## src/rtl/norm2_host_loader.sv

```systemverilog
// norm2_host_loader
//   Host-side driver for the norm2 kernel. Streams N signed samples into the
//   kernel array through its control port, optionally reads the array back
//   and compares checksums, pulses the kernel start, waits for done (with a
//   timeout) and returns the 64-bit sum of squares on a valid/ready channel.
//
// Ports
//   clk, rst        clock; asynchronous active-high reset
//   start           one-cycle request, honoured in IDLE only
//   busy            high in every state except IDLE
//   in_valid/in_ready/in_data      sample stream (ready only in LOAD)
//   res_valid/res_ready/res_data   result channel
//   res_status      [0] checksum mismatch, [1] kernel timeout
//   k_r_enable      kernel start pulse
//   k_control_arr   1 = host owns the array port, 0 = kernel owns it
//   k_arr_we/k_arr_addr/k_arr_wdata/k_arr_rdata  kernel array port
//   k_w_enable      kernel done
//   k_result        kernel result
//   k_init_i, k_init_acc  kernel initial values, tied to 0
module norm2_host_loader #(
  parameter int N         = 1000,
  parameter int ADDR_W    = 10,
  parameter int DATA_W    = 27,
  parameter int RES_W     = 64,
  parameter int VERIFY_EN = 1,
  parameter int TIMEOUT   = 20000
) (
  input  logic              clk,
  input  logic              rst,
  input  logic              start,
  output logic              busy,
  input  logic              in_valid,
  output logic              in_ready,
  input  logic [DATA_W-1:0] in_data,
  output logic              res_valid,
  input  logic              res_ready,
  output logic [RES_W-1:0]  res_data,
  output logic [1:0]        res_status,
  output logic              k_r_enable,
  output logic              k_control_arr,
  output logic              k_arr_we,
  output logic [ADDR_W-1:0] k_arr_addr,
  output logic [DATA_W-1:0] k_arr_wdata,
  input  logic [DATA_W-1:0] k_arr_rdata,
  input  logic              k_w_enable,
  input  logic [RES_W-1:0]  k_result,
  output logic [63:0]       k_init_i,
  output logic [63:0]       k_init_acc
);

  typedef enum logic [2:0] {
    S_IDLE,
    S_LOAD,
    S_VERIFY,
    S_START,
    S_WAIT,
    S_OUT
  } state_t;

  localparam int CNT_W = $clog2(N + 1);
  localparam int TMO_W = $clog2(TIMEOUT + 1);
  localparam logic [CNT_W-1:0] CNT_LAST = CNT_W'(N - 1);
  localparam logic [CNT_W-1:0] CNT_N    = CNT_W'(N);
  localparam logic [CNT_W-1:0] CNT_ONE  = CNT_W'(1);
  localparam logic [TMO_W-1:0] TMO_LAST = TMO_W'(TIMEOUT - 1);
  localparam logic [TMO_W-1:0] TMO_ONE  = TMO_W'(1);

  state_t            state, state_next;
  logic [CNT_W-1:0]  cnt;
  logic [CNT_W-1:0]  rcnt;
  logic [TMO_W-1:0]  tcnt;
  logic              rd_valid;
  logic [63:0]       wsum;
  logic [63:0]       rsum;
  logic [63:0]       rsum_next;
  logic [63:0]       in_ext;
  logic [63:0]       rd_ext;
  logic              verify_last;
  logic              timeout_hit;

  assign in_ext = {{(64-DATA_W){in_data[DATA_W-1]}}, in_data};
  assign rd_ext = {{(64-DATA_W){k_arr_rdata[DATA_W-1]}}, k_arr_rdata};

  // Read data lags the issued address by one cycle, so the final read is
  // folded in combinationally on the last VERIFY cycle.
  assign rsum_next   = rsum + (rd_valid ? rd_ext : 64'd0);
  assign verify_last = (state == S_VERIFY) && (rcnt == CNT_N);
  assign timeout_hit = (tcnt == TMO_LAST);

  assign busy       = (state != S_IDLE);
  assign k_init_i   = '0;
  assign k_init_acc = '0;

  always_ff @(posedge clk or posedge rst) begin
    if (rst) begin
      state <= S_IDLE;
    end else begin
      state <= state_next;
    end
  end

  always_comb begin
    state_next    = state;
    in_ready      = 1'b0;
    k_r_enable    = 1'b0;
    k_control_arr = 1'b1;
    k_arr_we      = 1'b0;
    k_arr_addr    = '0;
    k_arr_wdata   = '0;
    case (state)
      S_IDLE: begin
        if (start) begin
          state_next = S_LOAD;
        end
      end
      S_LOAD: begin
        in_ready    = 1'b1;
        k_arr_we    = in_valid;
        k_arr_addr  = ADDR_W'(cnt);
        k_arr_wdata = in_data;
        if (in_valid && (cnt == CNT_LAST)) begin
          state_next = (VERIFY_EN != 0) ? S_VERIFY : S_START;
        end
      end
      S_VERIFY: begin
        k_arr_addr = ADDR_W'(rcnt);
        if (verify_last) begin
          state_next = S_START;
        end
      end
      S_START: begin
        k_control_arr = 1'b0;
        k_r_enable    = 1'b1;
        state_next    = S_WAIT;
      end
      S_WAIT: begin
        k_control_arr = 1'b0;
        if (k_w_enable || timeout_hit) begin
          state_next = S_OUT;
        end
      end
      S_OUT: begin
        if (res_ready) begin
          state_next = S_IDLE;
        end
      end
      default: state_next = S_IDLE;
    endcase
  end

  always_ff @(posedge clk or posedge rst) begin
    if (rst) begin
      cnt        <= '0;
      rcnt       <= '0;
      tcnt       <= '0;
      rd_valid   <= 1'b0;
      wsum       <= '0;
      rsum       <= '0;
      res_valid  <= 1'b0;
      res_data   <= '0;
      res_status <= '0;
    end else begin
      rd_valid <= (state == S_VERIFY) && (rcnt < CNT_N);
      if (state != S_VERIFY) begin
        rcnt <= '0;
      end
      case (state)
        S_IDLE: begin
          if (start) begin
            cnt        <= '0;
            wsum       <= '0;
            rsum       <= '0;
            res_status <= '0;
          end
        end
        S_LOAD: begin
          if (in_valid) begin
            wsum <= wsum + in_ext;
            cnt  <= cnt + CNT_ONE;
          end
        end
        S_VERIFY: begin
          rsum <= rsum_next;
          rcnt <= rcnt + CNT_ONE;
          if (verify_last) begin
            res_status[0] <= (rsum_next != wsum);
          end
        end
        S_START: begin
          tcnt <= '0;
        end
        S_WAIT: begin
          tcnt <= tcnt + TMO_ONE;
          if (k_w_enable) begin
            res_data  <= k_result;
            res_valid <= 1'b1;
          end else if (timeout_hit) begin
            res_data      <= '0;
            res_status[1] <= 1'b1;
            res_valid     <= 1'b1;
          end
        end
        S_OUT: begin
          if (res_ready) begin
            res_valid <= 1'b0;
          end
        end
        default: ;
      endcase
    end
  end

endmodule
```

## config.mk

```make
export PLATFORM = sky130hd
export DESIGN_NAME = norm2_host_loader
export DESIGN_NICKNAME = d
export VERILOG_FILES = /design/src/rtl/norm2_host_loader.sv
export SDC_FILE = /design/constraint.sdc
export NUM_CORES = 1
export LEC_CHECK = 0
export BUFFER_PORTS_ARGS = -buffer_cell sky130_fd_sc_hd__buf_2
export CAP_MARGIN = 25
export CORE_ASPECT_RATIO = 1.75
export CORE_MARGIN = 1
export CORE_UTILIZATION = 32
export DETAILED_ROUTE_END_ITERATION = 8
export GPL_TIMING_DRIVEN = 0
export PLACE_DENSITY = 0.6
export SYNTH_ARGS = -nofsm -noshare
export SYNTH_HDL_FRONTEND = slang
export SYNTH_SLANG_ARGS = --single-unit
```

## constraint.sdc

```tcl
create_clock -name clk -period 17.2 [get_ports clk]
set_input_delay 2.58 -clock clk [delete_from_list [all_inputs] [get_ports clk]]
set_output_delay 2.58 -clock clk [all_outputs]
set_load 0.03 [all_outputs]
```

==> metrics.md <==
| Metric | Value |
|---|---|
| Combinational share of power | 60.7% |
| Share of cells above drive strength 1 | 16.0% |
| Most used DFF post-synth | dfrtp_1 |
| Outcome | finished clean |
| Area growth from synthesis to layout | 18.5% |
| Global route total overflow | 0 |
| Pre-CTS WS | 6.77 ns |
| Reg2Reg Depth | 24 |
| Synth cell types | 94 |
| DR vias/cell | 5.54 |
| Largest net degree at the start of global routing | 110 |
| Sequential area share after synthesis | 29.0% |
| Cts repair resizes | 0 |
| Clk slew on worst S/H paths | 0.06 ns |
| Max cap viols | 0 |
| DRC | 0 |
| Reg2reg end | res_status[0] |
| Start point of the worst hold path | tcnt[11] |
| Sequential power share | 23.3% |
| H-tree depth | 1 |
| HPWL Detailed | 69200 um |
| Period Utilization, post-route | 55.8% |
| Critical Path AT | 10.06 ns |
| Syn Inst Count | 2505 |
| Pint | 0.00190 W |
| Hold Vio Cnt, Final | 0 |
| Post-Route WL | 86600 um |
| # fillers | 6529 |
| Worst setup SP type | input port |
| Worst-case register-to-register setup slack | 9.00 ns |
| Leak | 11.0 nW |
| Clk_skew | 0.0541 ns |
| Fin Setup TNS | 0 ns |
| Die height | 334 um |
| Post-placement cell area | 22900 um2 |
| Slowest cell delay on critical path | 0.79 ns |
| CP max-delay cell | nor4_1 |
| Syn avg cell area | 8.05 um2 |
| Number of buffers created by CTS | 26 |
| Slew margin rel. | 23.6% |
| Antenna-violating nets left | 0 |
| Final Cell Area | 23900 um2 |
| Iter 0 DRT Violations | 1349 |
| Reg2reg start | rd_valid |
| Top-count cell post-synth | nand2_1 |
| Max VDD drop | 0.0876 mV |
| WHS Endpoint | tcnt[11] |
| Io pins | 361 |
| Hold path depth | 1 |
| Synth Cell Area | 20200 um2 |
| Post-cts hold buffer count | 0 |
| Slew Limit Fails | 0 |
| Post-synthesis async set-or-reset flop share | 100% |
| CP Class | input port to register |
| Final cell count without fillers | 3722 |
| Nets | 3125 |
| Die Area | 64100 um2 |
| Core Region | 62200 um2 |
| First-pass GRT wire length | 127000 um |
| Cell Pwr Density | 165 nW/um2 |
| RSZ-0062 raised after global routing | no |
| Gp weighted congestion | 1.01 |
| Via count | 20610 |
| PortBufs | 232 |
| CP Capture Type | register |
| Worst Path Buf+Inv | 12 |
| Post-synth top cells | nand2_1, dfrtp_1, o21ai_0, a21oi_1, nor2_1 |
| Ant. Diodes | 0 |
| Switching pwr | 0.00204 W |
| Vias in the first global route | 20167 |
| DP Cell Count | 3670 |
| CTS tree | built |
| Yosys reg bits | 234 |
| Clock tree buffer depth | 3 |
| DRT Pass-1 Iters | 5 |
| Post-CTS Setup Bufs | 0 |
| Largest area contributor in the synthesized netlist | dfrtp_1 |
| Yosys top cell area share | 29.0% |
| Ranking of synthesized cells by area | dfrtp_1, ha_1, o21ai_0, xnor2_1, nand2_1 |
| CTS root buffer | clkbuf_16 |
| Post-DR wirelength/cell | 23.3 um |
| Launch point of the worst path | k_arr_rdata[26] |
| GR Util All Layers | 26.8% |
| Fin util | 38.4% |
| Hold WC Path Type | register to register |
| Number of synthesized flops with an enable pin | 0 |
| Multi-input combinational cell area | 13100 um2 |
| Crit path time final | 9.59 ns |
| Yosys Warn Count | 0 |
| Measured slew at the worst slew-check pin | 1.15 ns |
| Top delay family on crit path | buffers and inverters |
| Top cell by count, worst path | buf_2 |
| Row cnt | 121 |
| Sw Share | 51.8% |
| Required @ worst endpoint | 17.67 ns |
| Final setup viols | 0 |
| Clock Power Share | 16.0% |
| Initial antenna violation count | 4 |
| Die Span X | 192 um |
| Largest fanout on the critical path | 10 |
| Register area | 5860 um2 |
| Final worst slack | 7.61 ns |
| Initial core utilization | 32.4% |
| Clk Latency, worst-skew pair | 0.63 ns |
| Max Freq | 104 MHz |
| Clock sinks | 234 |
==> area by class of cell <==
| class | count | share of cell area [%] |
|---|---|---|
| Clock buffer | 32 | 2.98 |
| Clock inverter | 15 | 0.911 |
| Sequential cell | 234 | 24.5 |
| Inverter | 38 | 0.628 |
| Timing Repair Buffer | 244 | 5.47 |
| Multi-Input combinational cell | 2087 | 54.9 |
| Buffer | 273 | 6.39 |
| Tap cell | 799 | 4.18 |
==> how the worst max path moves through the flow <==
stage	cells past startpoint	endpoint	slack [ns]
2_1_floorplan	1	cnt[0]	8.20
3_3_place_gp	2	rsum[42]	4.80
3_5_place_dp	24	res_status[0]	6.77
4_1_cts	24	res_status[0]	7.37
5_1_grt	25	res_status[0]	7.63
6_report	25	res_status[0]	7.61
==> state kept, by name, summed over array words and instances, names as in the netlist <==
name and flops:
state 3, tcnt 15, rd_valid 1, res_data 64
res_valid 1, wsum 64, rsum 64, cnt 10
res_status 2, rcnt 10
==> cell usage in the layout, fill, tap and decap left out, types with 20 or more instances in the layout <==
master     netlist  routed
a21o_1          51      51
a21oi_1        150     150
a22o_1          83      83
a31oi_1         32      32
and2_1          74      74
and3_1          33      33
buf_1           23      25
buf_2           17     249
buf_4          128     131
clkbuf_1       105     107
clkbuf_16        0      26
conb_1           1     128
dfrtp_1        234     234
ha_1            95      95
inv_1           37      36
nand2_1        288     288
nand2b_1        24      24
nand3_1         93      93
nand4_1         42      42
nor2_1         150     150
nor3_1          41      41
nor4_1          22      22
o21ai_0        225     225
o21bai_1        21      21
o31ai_1         35      34
or3_1           20      20
xnor2_1        125     125
xor2_1          77      77
==> per-layer routing <==
layer | up-vias | track usage, % | share of wire [%]
met5 | - | 0 | 0.045
met4 | 6 | 20.8 | 9.0
met3 | 294 | 4.16 | 5.6
met2 | 894 | 49.5 | 52
met1 | 9774 | 26.1 | 34
li1 | 9642 | - | -
==> worst register-to-register path, stage by stage (launching register included) <==
cell	delay, ns
dfrtp_1	0.67
nand2_2	0.29
inv_2	0.18
buf_2	0.42
buf_2	0.39
buf_2	0.44
buf_2	0.41
buf_2	0.47
buf_1	0.70
buf_1	0.24
buf_8	0.20
ha_1	0.25
clkbuf_1	0.21
nand2_1	0.17
a21oi_1	0.07
nand4_1	0.25
o32ai_1	0.18
nor4_1	0.79
nand4_1	0.17
nor4_1	0.37
nand4_1	0.16
a2111oi_0	0.41
buf_1	0.23
o2111ai_1	0.14
o31a_1	0.25
==> cell families after synthesis <==
| logic type | count (synthesis) | share of synthesized area (%) |
|---|---|---|
| AO/OA/AOI/OAI | 765 | 24.8 |
| XOR/XNOR | 208 | 9.46 |
| adder cells (fa/ha/maj) | 97 | 6.09 |
| buffers and inverters | 311 | 8.27 |
| flip-flops | 234 | 29.0 |
| multiplexers | 17 | 0.868 |
| other | 1 | 0.0186 |
| AND/OR/NAND/NOR | 872 | 21.4 |
==> power by group through the flow <==
stage	Combinational (W)	Sequential, W	Clock [W]
after floorplan	0.00148	0.000984	0
after CTS	0.00235	0.000912	0.000642
final	0.00239	0.000917	0.000630
after global routing	0.00256	0.000934	0.000662
after detailed placement	0.00235	0.000916	0
after global placement	0.00233	0.000920	0
==> through the flow <==
step | power (W) | hold WS [ns]
2_1_floorplan | 0.00246 | 0.449
3_3_place_gp | 0.00325 | 0.469
3_5_place_dp | 0.00327 | 0.473
4_1_cts | 0.00391 | 0.482
5_1_grt | 0.00416 | 0.499
6_report | 0.00394 | 0.478
Power figures use the tool's default switching activity.
